File: src/rtl/dma_wrr_arbiter.sv
// -----------------------------------------------------------------------------
// dma_wrr_arbiter
//
// Weighted round-robin arbiter for the DMA channel front end. Picks one of
// NUM_CHAN requesting channels and holds a registered one-hot grant until the
// engine pulses `done`. A channel may keep the bus for up to `weight`
// consecutive bursts before the rotate pointer moves past it.
//
// Optional feature: define DMA_ARB_PRIO_EN to add the hi_prio port. High-class
// requests then win every selection, using their own rotate pointer, and they
// preempt a low-class owner's leftover credit at `done`.
//
// Ports:
//   clk          system clock, rising edge
//   rst          asynchronous, active-high reset
//   req          per-channel level request
//   weight       per-channel burst credit, channel i in [i*WGT_W +: WGT_W]
//                (0 behaves as 1, sampled when a new owner is chosen)
//   done         one-cycle pulse: current grantee's burst has finished
//   hi_prio      high-priority class mask (DMA_ARB_PRIO_EN only)
//   grant        registered one-hot grant, zero when idle
//   grant_id     binary index of the grantee, zero when idle
//   grant_valid  registered |grant
// -----------------------------------------------------------------------------
module dma_wrr_arbiter #(
  parameter int NUM_CHAN = 4,
  parameter int ID_W     = 2,
  parameter int WGT_W    = 4
) (
  input  logic                      clk,
  input  logic                      rst,
  input  logic [NUM_CHAN-1:0]       req,
  input  logic [NUM_CHAN*WGT_W-1:0] weight,
  input  logic                      done,
`ifdef DMA_ARB_PRIO_EN
  input  logic [NUM_CHAN-1:0]       hi_prio,
`endif
  output logic [NUM_CHAN-1:0]       grant,
  output logic [ID_W-1:0]           grant_id,
  output logic                      grant_valid
);

  localparam logic ST_IDLE = 1'b0;
  localparam logic ST_BUSY = 1'b1;

  logic                state_q,  state_d;
  logic [ID_W-1:0]     ptr_q,    ptr_d;
  logic [ID_W-1:0]     owner_q,  owner_d;
  logic [WGT_W-1:0]    credit_q, credit_d;
  logic [NUM_CHAN-1:0] grant_q,  grant_d;
`ifdef DMA_ARB_PRIO_EN
  logic [ID_W-1:0]     hptr_q,     hptr_d;
  logic                owner_hi_q, owner_hi_d;
`endif

  // Returns {found, index} of the first set bit of cand, scanning start,
  // start+1, ... modulo NUM_CHAN. The loop runs from the farthest offset down
  // so the nearest hit is written last; no early exit is needed.
  function automatic logic [ID_W:0] pick(input logic [NUM_CHAN-1:0] cand,
                                         input logic [ID_W-1:0]     start);
    logic [ID_W:0] res;
    int            idx;
    res = '0;
    for (int i = NUM_CHAN - 1; i >= 0; i--) begin
      idx = int'(start) + i;
      if (idx >= NUM_CHAN) idx = idx - NUM_CHAN;
      if (cand[idx]) res = {1'b1, ID_W'(idx)};
    end
    return res;
  endfunction

  // Explicit wrap so non-power-of-2 channel counts never reach NUM_CHAN.
  function automatic logic [ID_W-1:0] next_idx(input logic [ID_W-1:0] idx);
    return (idx == ID_W'(NUM_CHAN - 1)) ? '0 : idx + ID_W'(1);
  endfunction

  logic [ID_W:0]    win;
  logic             win_hi;
  logic [WGT_W-1:0] win_wgt;
  logic             keep_owner;
  logic             select;

  always_comb begin
    // NOTE: every combinational output gets a default first; a path that
    // leaves one unassigned would infer a latch.
    state_d  = state_q;
    ptr_d    = ptr_q;
    owner_d  = owner_q;
    credit_d = credit_q;
    grant_d  = grant_q;
    select   = 1'b0;

`ifdef DMA_ARB_PRIO_EN
    hptr_d     = hptr_q;
    owner_hi_d = owner_hi_q;
    // Any pending high-class request restricts the contest to that class.
    win_hi     = pick(req & hi_prio, hptr_q) >> ID_W != '0;
    win        = win_hi ? pick(req & hi_prio, hptr_q) : pick(req, ptr_q);
    // A low-class owner forfeits leftover credit when high class is waiting.
    keep_owner = (credit_q != '0) && req[owner_q] && (owner_hi_q || !win_hi);
`else
    win_hi     = 1'b0;
    win        = pick(req, ptr_q);
    keep_owner = (credit_q != '0) && req[owner_q];
`endif

    win_wgt = weight[int'(win[ID_W-1:0]) * WGT_W +: WGT_W];

    case (state_q)
      ST_IDLE: begin
        // done while idle is ignored; only a request starts a grant.
        select = win[ID_W];
      end
      default: begin
        if (done) begin
          if (keep_owner) begin
            credit_d = credit_q - WGT_W'(1);
          end else if (win[ID_W]) begin
            select = 1'b1;
          end else begin
            state_d  = ST_IDLE;
            grant_d  = '0;
            owner_d  = '0;
            credit_d = '0;
          end
        end
      end
    endcase

    if (select) begin
      state_d  = ST_BUSY;
      owner_d  = win[ID_W-1:0];
      grant_d  = NUM_CHAN'(1) << win[ID_W-1:0];
      // Weight 0 grants a single burst, same as weight 1.
      credit_d = (win_wgt == '0) ? '0 : win_wgt - WGT_W'(1);
`ifdef DMA_ARB_PRIO_EN
      owner_hi_d = win_hi;
      if (win_hi) hptr_d = next_idx(win[ID_W-1:0]);
      else        ptr_d  = next_idx(win[ID_W-1:0]);
`else
      ptr_d = next_idx(win[ID_W-1:0]);
`endif
    end
  end

  // NOTE: sequential state uses non-blocking assignments so all flops update
  // from the same pre-edge values.
  always_ff @(posedge clk or posedge rst) begin
    if (rst) begin
      state_q  <= ST_IDLE;
      ptr_q    <= '0;
      owner_q  <= '0;
      credit_q <= '0;
      grant_q  <= '0;
`ifdef DMA_ARB_PRIO_EN
      hptr_q     <= '0;
      owner_hi_q <= 1'b0;
`endif
    end else begin
      state_q  <= state_d;
      ptr_q    <= ptr_d;
      owner_q  <= owner_d;
      credit_q <= credit_d;
      grant_q  <= grant_d;
`ifdef DMA_ARB_PRIO_EN
      hptr_q     <= hptr_d;
      owner_hi_q <= owner_hi_d;
`endif
    end
  end

  // All three outputs come straight from flops that move on the same edge.
  // owner_q is cleared on the way to idle, so grant_id reads 0 there.
  assign grant       = grant_q;
  assign grant_id    = owner_q;
  assign grant_valid = state_q;

endmodule
File: config.mk
export PLATFORM = sky130hd
export DESIGN_NAME = dma_wrr_arbiter
export DESIGN_NICKNAME = d
export VERILOG_FILES = /design/src/rtl/dma_wrr_arbiter.sv
export SDC_FILE = /design/constraint.sdc
export NUM_CORES = 1
export LEC_CHECK = 0
export CAP_MARGIN = 10
export CORE_MARGIN = 10
export CORE_UTILIZATION = 50
export CTS_CLUSTER_SIZE = 14
export DETAILED_ROUTE_END_ITERATION = 16
export HOLD_SLACK_MARGIN = 0.12
export PLACE_DENSITY = 0.95
export SLEW_MARGIN = 20
export SYNTH_ARGS = -nofsm -noshare
export SYNTH_HDL_FRONTEND = slang
export SYNTH_SLANG_ARGS = --single-unit
File: constraint.sdc
create_clock -name clk -period 3.75 [get_ports clk]
set_input_delay 0.5625 -clock clk [delete_from_list [all_inputs] [get_ports clk]]
set_output_delay 0.5625 -clock clk [all_outputs]
set_load 0.02 [all_outputs]
# == After elaboration in Yosys (flattened, before gate mapping) ==
# Cells that the tools add are included.
# op_classes
add_sub_neg,10
multipliers,0
n_div,0
order_cmp,9
eq_ne,4
shifts,2
n_mux,46
bitwise_logic,0
n_reduce_logical,7
# op_table
operator,n
less-than comparator 32 x 4 -> 1 bit (second input constant),4
2-to-1 mux 32 bit,4
2-to-1 mux 4 bit,10
2-to-1 mux 1 bit,17
variable part select 16 x 5 -> 4 bit,1
2-to-1 mux 2 bit,6
2-to-1 mux 3 bit,4
subtractor 3 x 3 -> 4 bit (second input constant),3
binary-select mux 1 bit (select 2 bit),5
greater-or-equal comparator 3 bit (second input constant),3
subtractor 4 x 1 -> 4 bit (second input constant),2
adder 2 x 2 -> 3 bit (second input constant),2
zero test 4 bit,1
!= test 2 x 1 -> 1 bit (second input constant),2
AND reduction 4 bit,1
nonzero test 2 bit,2
nonzero test 4 bit,1
<< shifter 1 x 2 -> 4 bit (first input constant),1
subtractor 2 x 3 -> 4 bit (second input constant),1
adder 2 x 1 -> 3 bit (second input constant),1
greater-or-equal comparator 2 x 3 -> 1 bit (second input constant),1
less-than comparator 2 x 3 -> 1 bit (second input constant),1
!= test 3 x 1 -> 1 bit (second input constant),1
AND reduction 3 bit,1
other kinds (3),3
# totals
reg_bits,13
latch_bits,0
mem_bits_rw,0
romBits,0
word_cells,83
n_memories,0

# == Logic depth before layout (Yosys ltp) ==
# Gate-level depths: netlist of run 1.
# logic_depth
ltp_word,16
depth_mapped,8
mapped_depth_nobuf,8

# == Worst setup path before layout of run 1 ==
# OpenSTA, ideal clock, no wires.
# synth_path
path_type,input to register
from,in req[2]
to,reg credit_q[3]
setup_ns,0.140
arrival_time_ns,2.020
t_required_ns,3.610
slack_ns,1.589
path_stages,7
path_buffers,0
cell_sequence,mux2i_1 nor2_1 nor3_4 mux2i_1 mux2i_4 o311ai_1 o211ai_1
# synth_between
elab_chain_len,13
# synth_lines
element,line_no,rtl
"start, declared",32,"input logic [NUM_CHAN-1:0] req,"
branches (longest 13 deep; another with subtractor 4 x 1 -> 4 bit),n/a,
"end signal, assigned",163,credit_q <= credit_d;
"end, declared",49,"logic [WGT_W-1:0] credit_q, credit_d;"
# Parallel ways; which one is timed is not known. The select of a mux whose other input is x is not followed.
# A chain may end at the register's enable or synchronous reset.

# == Worst setup path after layout of run 1 ==
# Ends and elaborated chain as after synthesis.

==> results of run 1 <==
## area by class of cell
cell class	instances	area [sq um]
Tap cell	27	33.8
Clock buffer	4	26.3
Fill cell	155	588
Timing Repair Buffer	29	290
Multi-Input combinational cell	79	641
Inverter	8	37.5
Sequential cell	13	325
## cells in the mapped netlist
master | instances | area [sq um]
a21boi_1 | 1 | 7.51
dfrtp_1 | 13 | 325
o21ai_0 | 7 | 35.0
o211ai_1 | 5 | 37.5
or4_1 | 1 | 7.51
ha_1 | 6 | 75.1
mux4_1 | 1 | 26.3
and2_4 | 1 | 8.76
a211o_1 | 1 | 8.76
a21oi_1 | 8 | 40.0
nor4_1 | 1 | 6.26
nor3b_2 | 1 | 12.5
nand2b_2 | 1 | 8.76
nor2_4 | 1 | 11.3
o311ai_2 | 1 | 16.3
nor2_1 | 4 | 15.0
nand2_2 | 1 | 6.26
o22ai_1 | 1 | 6.26
nand4_1 | 2 | 12.5
and2b_1 | 1 | 7.51
mux2i_1 | 9 | 90.1
a311oi_2 | 1 | 15.0
a22o_1 | 4 | 35.0
mux2i_4 | 1 | 22.5
o21ai_1 | 1 | 5.00
nand3_1 | 2 | 10.0
mux2_2 | 3 | 33.8
inv_8 | 1 | 11.3
nand2_1 | 6 | 22.5
buf_2 | 1 | 5.00
and2_1 | 1 | 6.26
nor3b_1 | 2 | 15.0
o311ai_1 | 1 | 8.76
nand2b_1 | 1 | 6.26
nor3_1 | 1 | 5.00
nor3_4 | 1 | 16.3
inv_1 | 7 | 26.3
## cells by family after synthesis
kind of cell / share of synthesized area
AO/OA/AOI/OAI: 0.213
AND/OR/NAND/NOR: 0.176
multiplexers: 0.171
flip-flops: 0.323
buffers and inverters: 0.0422
adder cells (fa/ha/maj): 0.0744
## per-stage QoR
stage | power, mW | setup slack (ns) | hold slack, ns
CTS | 0.901 | 1.03 | 0.519
floorplan | 0.631 | 1.59 | 0.439
finish | 0.903 | 1.01 | 0.523
detailed placement | 0.805 | 0.725 | 0.486
global placement | 0.772 | 0.825 | 0.492
global route | 0.976 | 0.862 | 0.554
## power by group through the flow
stage / registers, mW / clock network [mW] / logic (mW)
after floorplan: 0.281 / 0 / 0.351
after global placement: 0.253 / 0 / 0.519
after detailed placement: 0.259 / 0 / 0.546
after CTS: 0.256 / 0.0942 / 0.551
after global routing: 0.265 / 0.101 / 0.610
final: 0.258 / 0.0931 / 0.552
## worst min path at each step
| stage | startpoint | endpoint | slack [ns] | cells past startpoint |
|---|---|---|---|---|
| 6_report | grant[0] | grant[0] | 0.52 | 1 |
| 5_1_grt | grant[1] | grant[1] | 0.55 | 1 |
| 4_1_cts | grant[0] | grant[0] | 0.52 | 1 |
| 3_5_place_dp | grant[0] | grant[0] | 0.49 | 1 |
| 3_3_place_gp | grant[0] | grant[0] | 0.49 | 1 |
| 2_1_floorplan | rst | credit_q[0] | 0.44 | 1 |
## layer usage
layer  vias up  global-route usage  wire (microns)
met5         -                   0               0
met4         0              0.0428              41
met3         7              0.0378             148
met2        30               0.271            1510
met1       454               0.143            1120
li1        444                   -               -
## flip-flops by register name, summed over array words and instances, names as in the netlist
name / cells
grant: 4
credit_q: 4
grant_id: 2
ptr_q: 2
grant_valid: 1
## layout by cell type (no fill, tap or decap), types with 2 or more instances in the layout
master,n
nand3_1,2
nor3b_1,2
nor2_1,4
nand4_1,2
a22o_1,4
a21oi_1,8
clkdlybuf4s50_1,29
mux2i_1,9
dfrtp_1,13
o21ai_0,7
nand2_1,6
o211ai_1,5
inv_1,7
mux2_2,3
clkbuf_4,3
ha_1,6
## worst max-delay path, cell delays in order
cell and delay, ns:
clkdlybuf4s50_1 0.52, mux2i_1 0.20, nor2_1 0.09, nor3_4 0.50, mux2i_1 0.38, mux2i_4 0.14
o311ai_1 0.35, o211ai_1 0.14
==> reports/results.ini, run 1 <==
[clock_tree]
cts_tree=built
cts_root_buf=clkbuf_4
cts.repair.resized=0
clk_pin_slew_ns=0.09
clkLatencyLatePin_ns=0.29
cts_hold_buffers=0
cts_num_sinks=13
numCtsBuffers=3
htreeDepth=1
max-clock-path-buffers=2
post_cts_buffers=0

[power]
seq_power_share=0.285
p_per_area_mw_per_mm2=667
pwr-share-comb=0.612
power.internal_uw=495
switchingPower_uw=408
p_leak_nw=0.568
sw_frac_of_total=0.452
p_clk_frac=0.103
peakVddDrop_v=0.000404

[worst_setup_path]
reg2regPathDepth=7
worstReg2RegStart=ptr_q[1]
required_ns=3.90
path_class=input port to flop
path_max_fanout=11
reg2reg_slack_ns=1.31
start_kind=input port
critPathLaunch=req[2]
worstSetupEndpointType=flop
rr_endpoint=credit_q[3]
cp.arrival_ns=2.90
crit_path_end=credit_q[3]

[logic_synthesis]
synth.cell_area_sq_mm=0.00101
syn-num-nets=130
ys_ff_latch=13
ys_warn_count=0
syn-instance-count=101
avgSynthCellArea_sq_um=9.98
yosysUniqueCellTypes=37
seq_area_frac_synth=0.323

[timing]
relSlewSlack=0.630
rsz0062_at_grt=false
period_minus_slack_ns=2.74
setup_viol=0
finalHoldViolCount=0
tightest_slew_ns=0.553
timing.final.crit_share=0.731
fmax_ghz=0.365
fin_setup_tns_ns=0
drv_slew=0
fin_worst_skew_ns=0.00117

[drt]
antenna_left=0
firstDrtPassIters=4
wl_per_cell_microns=17.6
num_vias=935
drt_first_iter_violations=34
vias_per_cell=5.84
drc=0
drt-total-wl_microns=2810

[final_layout]
final_layout_size_suffix_gt1_frac=0.120
final_area_sq_mm=0.00135
nets=163
final_cells=160
final_core_util=0.697
area_growth_pct=34.2
diodes=0

[die]
die_h_microns=64.9
die_w_microns=64.9
start_util=0.519
ioPinCount=30
placement_rows=16
core-area_sq_mm=0.00194
design.die.area_sq_mm=0.00421

[grt]
grt_use_total=0.141
grt_pass1_vias=1080
grt_overflow=0
grt_max_degree=14
grt_pass1_wl_microns=4880
antenna_found_initial=0

[job]
drv_cap=0

[place]
gp_congestion=0.771
port_buffers=29
placed_cells=156
dp_hpwl_microns=2300
place_area_sq_mm=0.00133

[hold_path]
hp-class=flop to flop

[status]
status=completed

Power figures use the tool's default switching activity.
==> run 2, diff against run 1 <==
Settings changed: CORE_UTILIZATION 50 to 42, PLACE_DENSITY 0.95 to 0.86.
Clock period 3.75 ns to 2.5 ns, I/O delays scaled along.
==> reports/results.ini, run 2 (synthesized netlist as in run 1, its figures left out) <==
[status]
status=completed

[timing]
finalHoldViolCount=0  ; unchanged
fin_worst_skew_ns=0.0104  ; +0.00926 ns
drv_slew=0  ; unchanged
period_minus_slack_ns=2.29
relSlewSlack=0.659  ; +0.0296
timing.final.crit_share=0.916
tightest_slew_ns=0.510  ; -0.0431 ns
fmax_ghz=0.437
rsz0062_at_grt=false
setup_viol=0  ; unchanged
finalWorstSetupSlack_ns=0.211  ; -0.797 ns

[die]
die_h_microns=69  ; +6.3%
placement_rows=17  ; +1
start_util=0.447  ; -0.0720
die_w_microns=69  ; +6.3%
ioPinCount=30  ; unchanged
core-area_sq_mm=0.00225  ; +16%
design.die.area_sq_mm=0.00476  ; +13%

[clock_tree]
htreeDepth=1  ; unchanged
cts_root_buf=clkbuf_4
max-clock-path-buffers=2  ; unchanged
cts_tree=built
clk_pin_slew_ns=0.09  ; about the same
numCtsBuffers=3  ; unchanged
cts.repair.resized=0  ; unchanged
clkLatencyLatePin_ns=0.28  ; about the same
post_cts_buffers=0  ; unchanged
cts_hold_buffers=0  ; unchanged
cts_num_sinks=13  ; unchanged

[worst_setup_path]
path_class=input port to flop
crit_buf_inv=4  ; +3
critPathSlowestCell=clkdlybuf4s50_1
crit_family=buffers and inverters
cpPeakStageDelay_ns=0.51  ; about the same
required_ns=2.64  ; -1.26 ns
reg2reg_slack_ns=0.33  ; -0.98 ns
worstSetupEndpointType=flop
start_kind=input port
path_max_fanout=7  ; -4
cp.arrival_ns=2.43  ; -0.47 ns
worstPathCellList=clkdlybuf4s50_1, inv_1, a311oi_2, buf_4, nor2_4, inv_8, a211o_1, and2_4, o311ai_2, o211ai_1

[drt]
firstDrtPassIters=4  ; unchanged
wl_per_cell_microns=16.4  ; -6.5%
drc=0  ; unchanged
drt_first_iter_violations=89  ; +160%
drt-total-wl_microns=2820  ; +0.46%
num_vias=959  ; +2.6%
vias_per_cell=5.58  ; -4.6%
antenna_left=0  ; unchanged

[final_layout]
nets=174  ; +6.7%
mostFrequentLayoutCells=clkdlybuf4s50_1, dfrtp_1, buf_4
diodes=0  ; unchanged
final_layout_size_suffix_gt1_frac=0.194  ; +0.0741
layout_commonest_cell=clkdlybuf4s50_1
nFillCells=204  ; +32%
final_cells=172  ; +7.5%
area_growth_pct=42.7

[power]
pwr-share-comb=0.640  ; +0.028
seq_power_share=0.266  ; -0.019
power.internal_uw=808  ; +63%
p_clk_frac=0.094  ; -0.009
p_per_area_mw_per_mm2=989  ; +48%
sw_frac_of_total=0.433  ; -0.0191
p_leak_nw=0.624  ; +9.9%
peakVddDrop_v=0.000665  ; +64%
switchingPower_uw=616  ; +51%

[grt]
grt_use_total=0.112  ; -0.0284
grt_pass1_wl_microns=4640  ; -4.8%
grt_max_degree=14  ; unchanged
antenna_found_initial=0  ; unchanged
grt_pass1_vias=1020  ; -5.6%
grt_overflow=0  ; unchanged

[place]
placed_cells=168  ; +7.7%
dpl_worst_slack_ns=-0.0485  ; -0.773 ns
gp_congestion=0.845  ; +9.7%
dp_hpwl_microns=2280  ; -0.52%
port_buffers=29  ; unchanged

[job]
drv_cap=0  ; unchanged

[hold_path]
hp-class=input port to asynchronous set/reset pin

## run 2: changes by cell type in the layout (fill, tap and decap cells not counted)
cell      change
clkinv_2      +1
clkbuf_1      -1
buf_4        +11
## run 2: power groups by stage
stage / clock network [mW] / registers (mW) / logic (mW)
after detailed placement: 0 / 0.382 / 0.899
after global placement: 0 / 0.378 / 0.870
after floorplan: 0 / 0.421 / 0.526
after CTS: 0.138 / 0.377 / 0.916
after global routing: 0.147 / 0.389 / 0.996
final: 0.134 / 0.379 / 0.911
## run 2: worst paths after layout
kind                               start          end  depth (start not counted)
worst max-delay path              req[1]  credit_q[0]                         10
worst min-delay path                 rst  grant_id[1]                          2
worst max register to register  ptr_q[1]  credit_q[3]                          7
worst min register to register  grant[3]     grant[3]                          1
max in group asynchronous            rst  credit_q[0]                          2
min in group clk                grant[3]     grant[3]                          1
## run 2: metrics by stage
| stage | hold slack (ns) | util | power, mW | TNS, ns | area [sq um] |
|---|---|---|---|---|---|
| after floorplan | 0.252 | - | 0.947 | 0 | 1010 |
| after global placement | 0.489 | 0.626 | 1.25 | -0.0148 | 1410 |
| after detailed placement | 0.480 | 0.626 | 1.28 | -0.103 | 1410 |
| after CTS | 0.430 | 0.638 | 1.43 | 0 | 1440 |
| after global routing | 0.446 | 0.638 | 1.53 | 0 | 1440 |
| final | 0.413 | 0.638 | 1.42 | 0 | 1440 |
## run 2: area by class of cell
type	count	area, sq um	area share
clock inverter	1	5.00	0.00348
multi-input combinational	79	641	0.445
clock buffer	3	22.5	0.0157
timing repair buffer	40	373	0.259
sequential	13	325	0.226
tap	28	35.0	0.0243
inverter	8	37.5	0.0261
## run 2: per-layer routing
metal	up-vias	global-route usage	wire length [microns]
li1	465	-	-
met1	470	0.116	1060
met2	22	0.212	1590
met3	2	0.0428	170
met4	0	0.0133	11
met5	-	0	0
## run 2: worst register-to-register path: cells and delay by family (launching register included)
kind / cells / cell delay [ns]
flops: 1 / 0.48
simple gates: 2 / 0.42
mux: 3 / 0.73
compound gates: 2 / 0.42
==> run 3, diff against run 2 <==
Settings changed: MAX_ROUTING_LAYER set to met4.
==> reports/results.ini, run 3 (synthesized netlist as in run 1, its figures left out) <==
[timing]
drv_slew=0  ; unchanged
setup_viol=0  ; unchanged
finalHoldViolCount=0  ; unchanged
finalWorstSetupSlack_ns=0.209  ; -0.00195 ns
fmax_ghz=0.436  ; about the same
tightest_slew_ns=0.510  ; -0.0000190 ns
relSlewSlack=0.660  ; about the same
fin_worst_skew_ns=0.00986  ; -0.000575 ns
rsz0062_at_grt=false
period_minus_slack_ns=2.29  ; +0.00195 ns
timing.final.crit_share=0.916  ; about the same

[final_layout]
nets=174  ; unchanged
final_area_sq_mm=0.00144  ; unchanged
mostFrequentLayoutCells=clkdlybuf4s50_1, dfrtp_1, buf_4
final_layout_size_suffix_gt1_frac=0.194  ; unchanged
layout_commonest_cell=clkdlybuf4s50_1
diodes=0  ; unchanged
area_growth_pct=42.7  ; unchanged

[drt]
drt_first_iter_violations=89  ; unchanged
firstDrtPassIters=4  ; unchanged
antenna_left=0  ; unchanged
vias_per_cell=5.58  ; +0.10%
num_vias=960  ; +0.10%
drt-total-wl_microns=2830  ; +0.32%
wl_per_cell_microns=16.5  ; +0.32%
drc=0  ; unchanged

[die]
die_h_microns=69  ; unchanged
start_util=0.447  ; unchanged
design.die.area_sq_mm=0.00476  ; unchanged
placement_rows=17  ; unchanged
core-area_sq_mm=0.00225  ; unchanged
die_w_microns=69  ; unchanged
ioPinCount=30  ; unchanged

[worst_setup_path]
required_ns=2.65  ; about the same
cp.arrival_ns=2.44  ; about the same
path_max_fanout=7  ; unchanged
worstSetupEndpointType=flop
start_kind=input port
cpPeakStageDelay_ns=0.51  ; about the same
crit_family=buffers and inverters
critPathSlowestCell=clkdlybuf4s50_1
crit_buf_inv=4  ; unchanged
worstPathCellList=clkdlybuf4s50_1, inv_1, a311oi_2, buf_4, nor2_4, inv_8, a211o_1, and2_4, o311ai_2, o211ai_1
path_class=input port to flop

[clock_tree]
cts_hold_buffers=0  ; unchanged
cts_root_buf=clkbuf_4
cts_num_sinks=13  ; unchanged
htreeDepth=1  ; unchanged
clk_pin_slew_ns=0.09  ; about the same
cts.repair.resized=0  ; unchanged
clkLatencyLatePin_ns=0.29  ; about the same
max-clock-path-buffers=2  ; unchanged
numCtsBuffers=3  ; unchanged
post_cts_buffers=0  ; unchanged
cts_tree=built

[place]
gp_congestion=0.858  ; +1.6%
place_area_sq_mm=0.00141  ; unchanged
dp_hpwl_microns=2280  ; unchanged
port_buffers=29  ; unchanged
dpl_worst_slack_ns=-0.0485  ; unchanged

[hold_path]
hp-class=input port to asynchronous set/reset pin

[power]
p_per_area_mw_per_mm2=990  ; about the same
power_mw=1.42  ; about the same
peakVddDrop_v=0.000665  ; about the same
p_leak_nw=0.624  ; unchanged

[grt]
grt_pass1_vias=1020  ; unchanged
grt_use_total=0.115  ; +0.00299
grt_overflow=0  ; unchanged
grt_max_degree=14  ; unchanged
antenna_found_initial=0  ; unchanged
grt_pass1_wl_microns=4640  ; unchanged

[status]
status=completed

[job]
drv_cap=0  ; unchanged

[run 3: power by group]
group	switching (mW)	internal (mW)
logic	0.466	0.445
clock network	0.0748	0.0595
registers	0.0762	0.303
[run 3: path summary, 6_finish.rpt]
path / startpoint / to / slack (ns) / cells past startpoint
worst min-delay path: rst / grant_id[1] / 0.41 / 2
worst min register to register: grant[3] / grant[3] / 0.51 / 1
worst max-delay path: req[1] / credit_q[0] / 0.21 / 10
min in group clk: grant[3] / grant[3] / 0.51 / 1
worst max register to register: ptr_q[1] / credit_q[3] / 0.34 / 7
max in group asynchronous: rst / credit_q[0] / 1.74 / 2
[run 3: metal layers]
metal / GRT usage / share of wire / up-vias
li1: - / - / 466
met3: 0.0314 / 0.042 / 2
met2: 0.212 / 0.56 / 21
met1: 0.123 / 0.40 / 471
met5: - / 0 / -
met4: 0.0133 / 0.0028 / 0
[run 3: stage by stage]
step | cells | util | hold slack [ns] | TNS, ns
4_1_cts | 172 | 0.638 | 0.430 | 0
2_1_floorplan | 101 | - | 0.252 | 0
5_1_grt | 172 | 0.638 | 0.446 | 0
3_5_place_dp | 168 | 0.626 | 0.480 | -0.103
6_report | 172 | 0.638 | 0.411 | 0
3_3_place_gp | 168 | 0.626 | 0.489 | -0.0148
[run 3: final cells by class]
cell class              instances  area, sq um
fillers                       204          816
multi-input cells              79          641
repair buffers                 40          373
flip-flops and latches         13          325
inverters                       8         37.5
well taps                      28         35.0
clock buffers                   3         22.5
clock inverters                 1         5.00
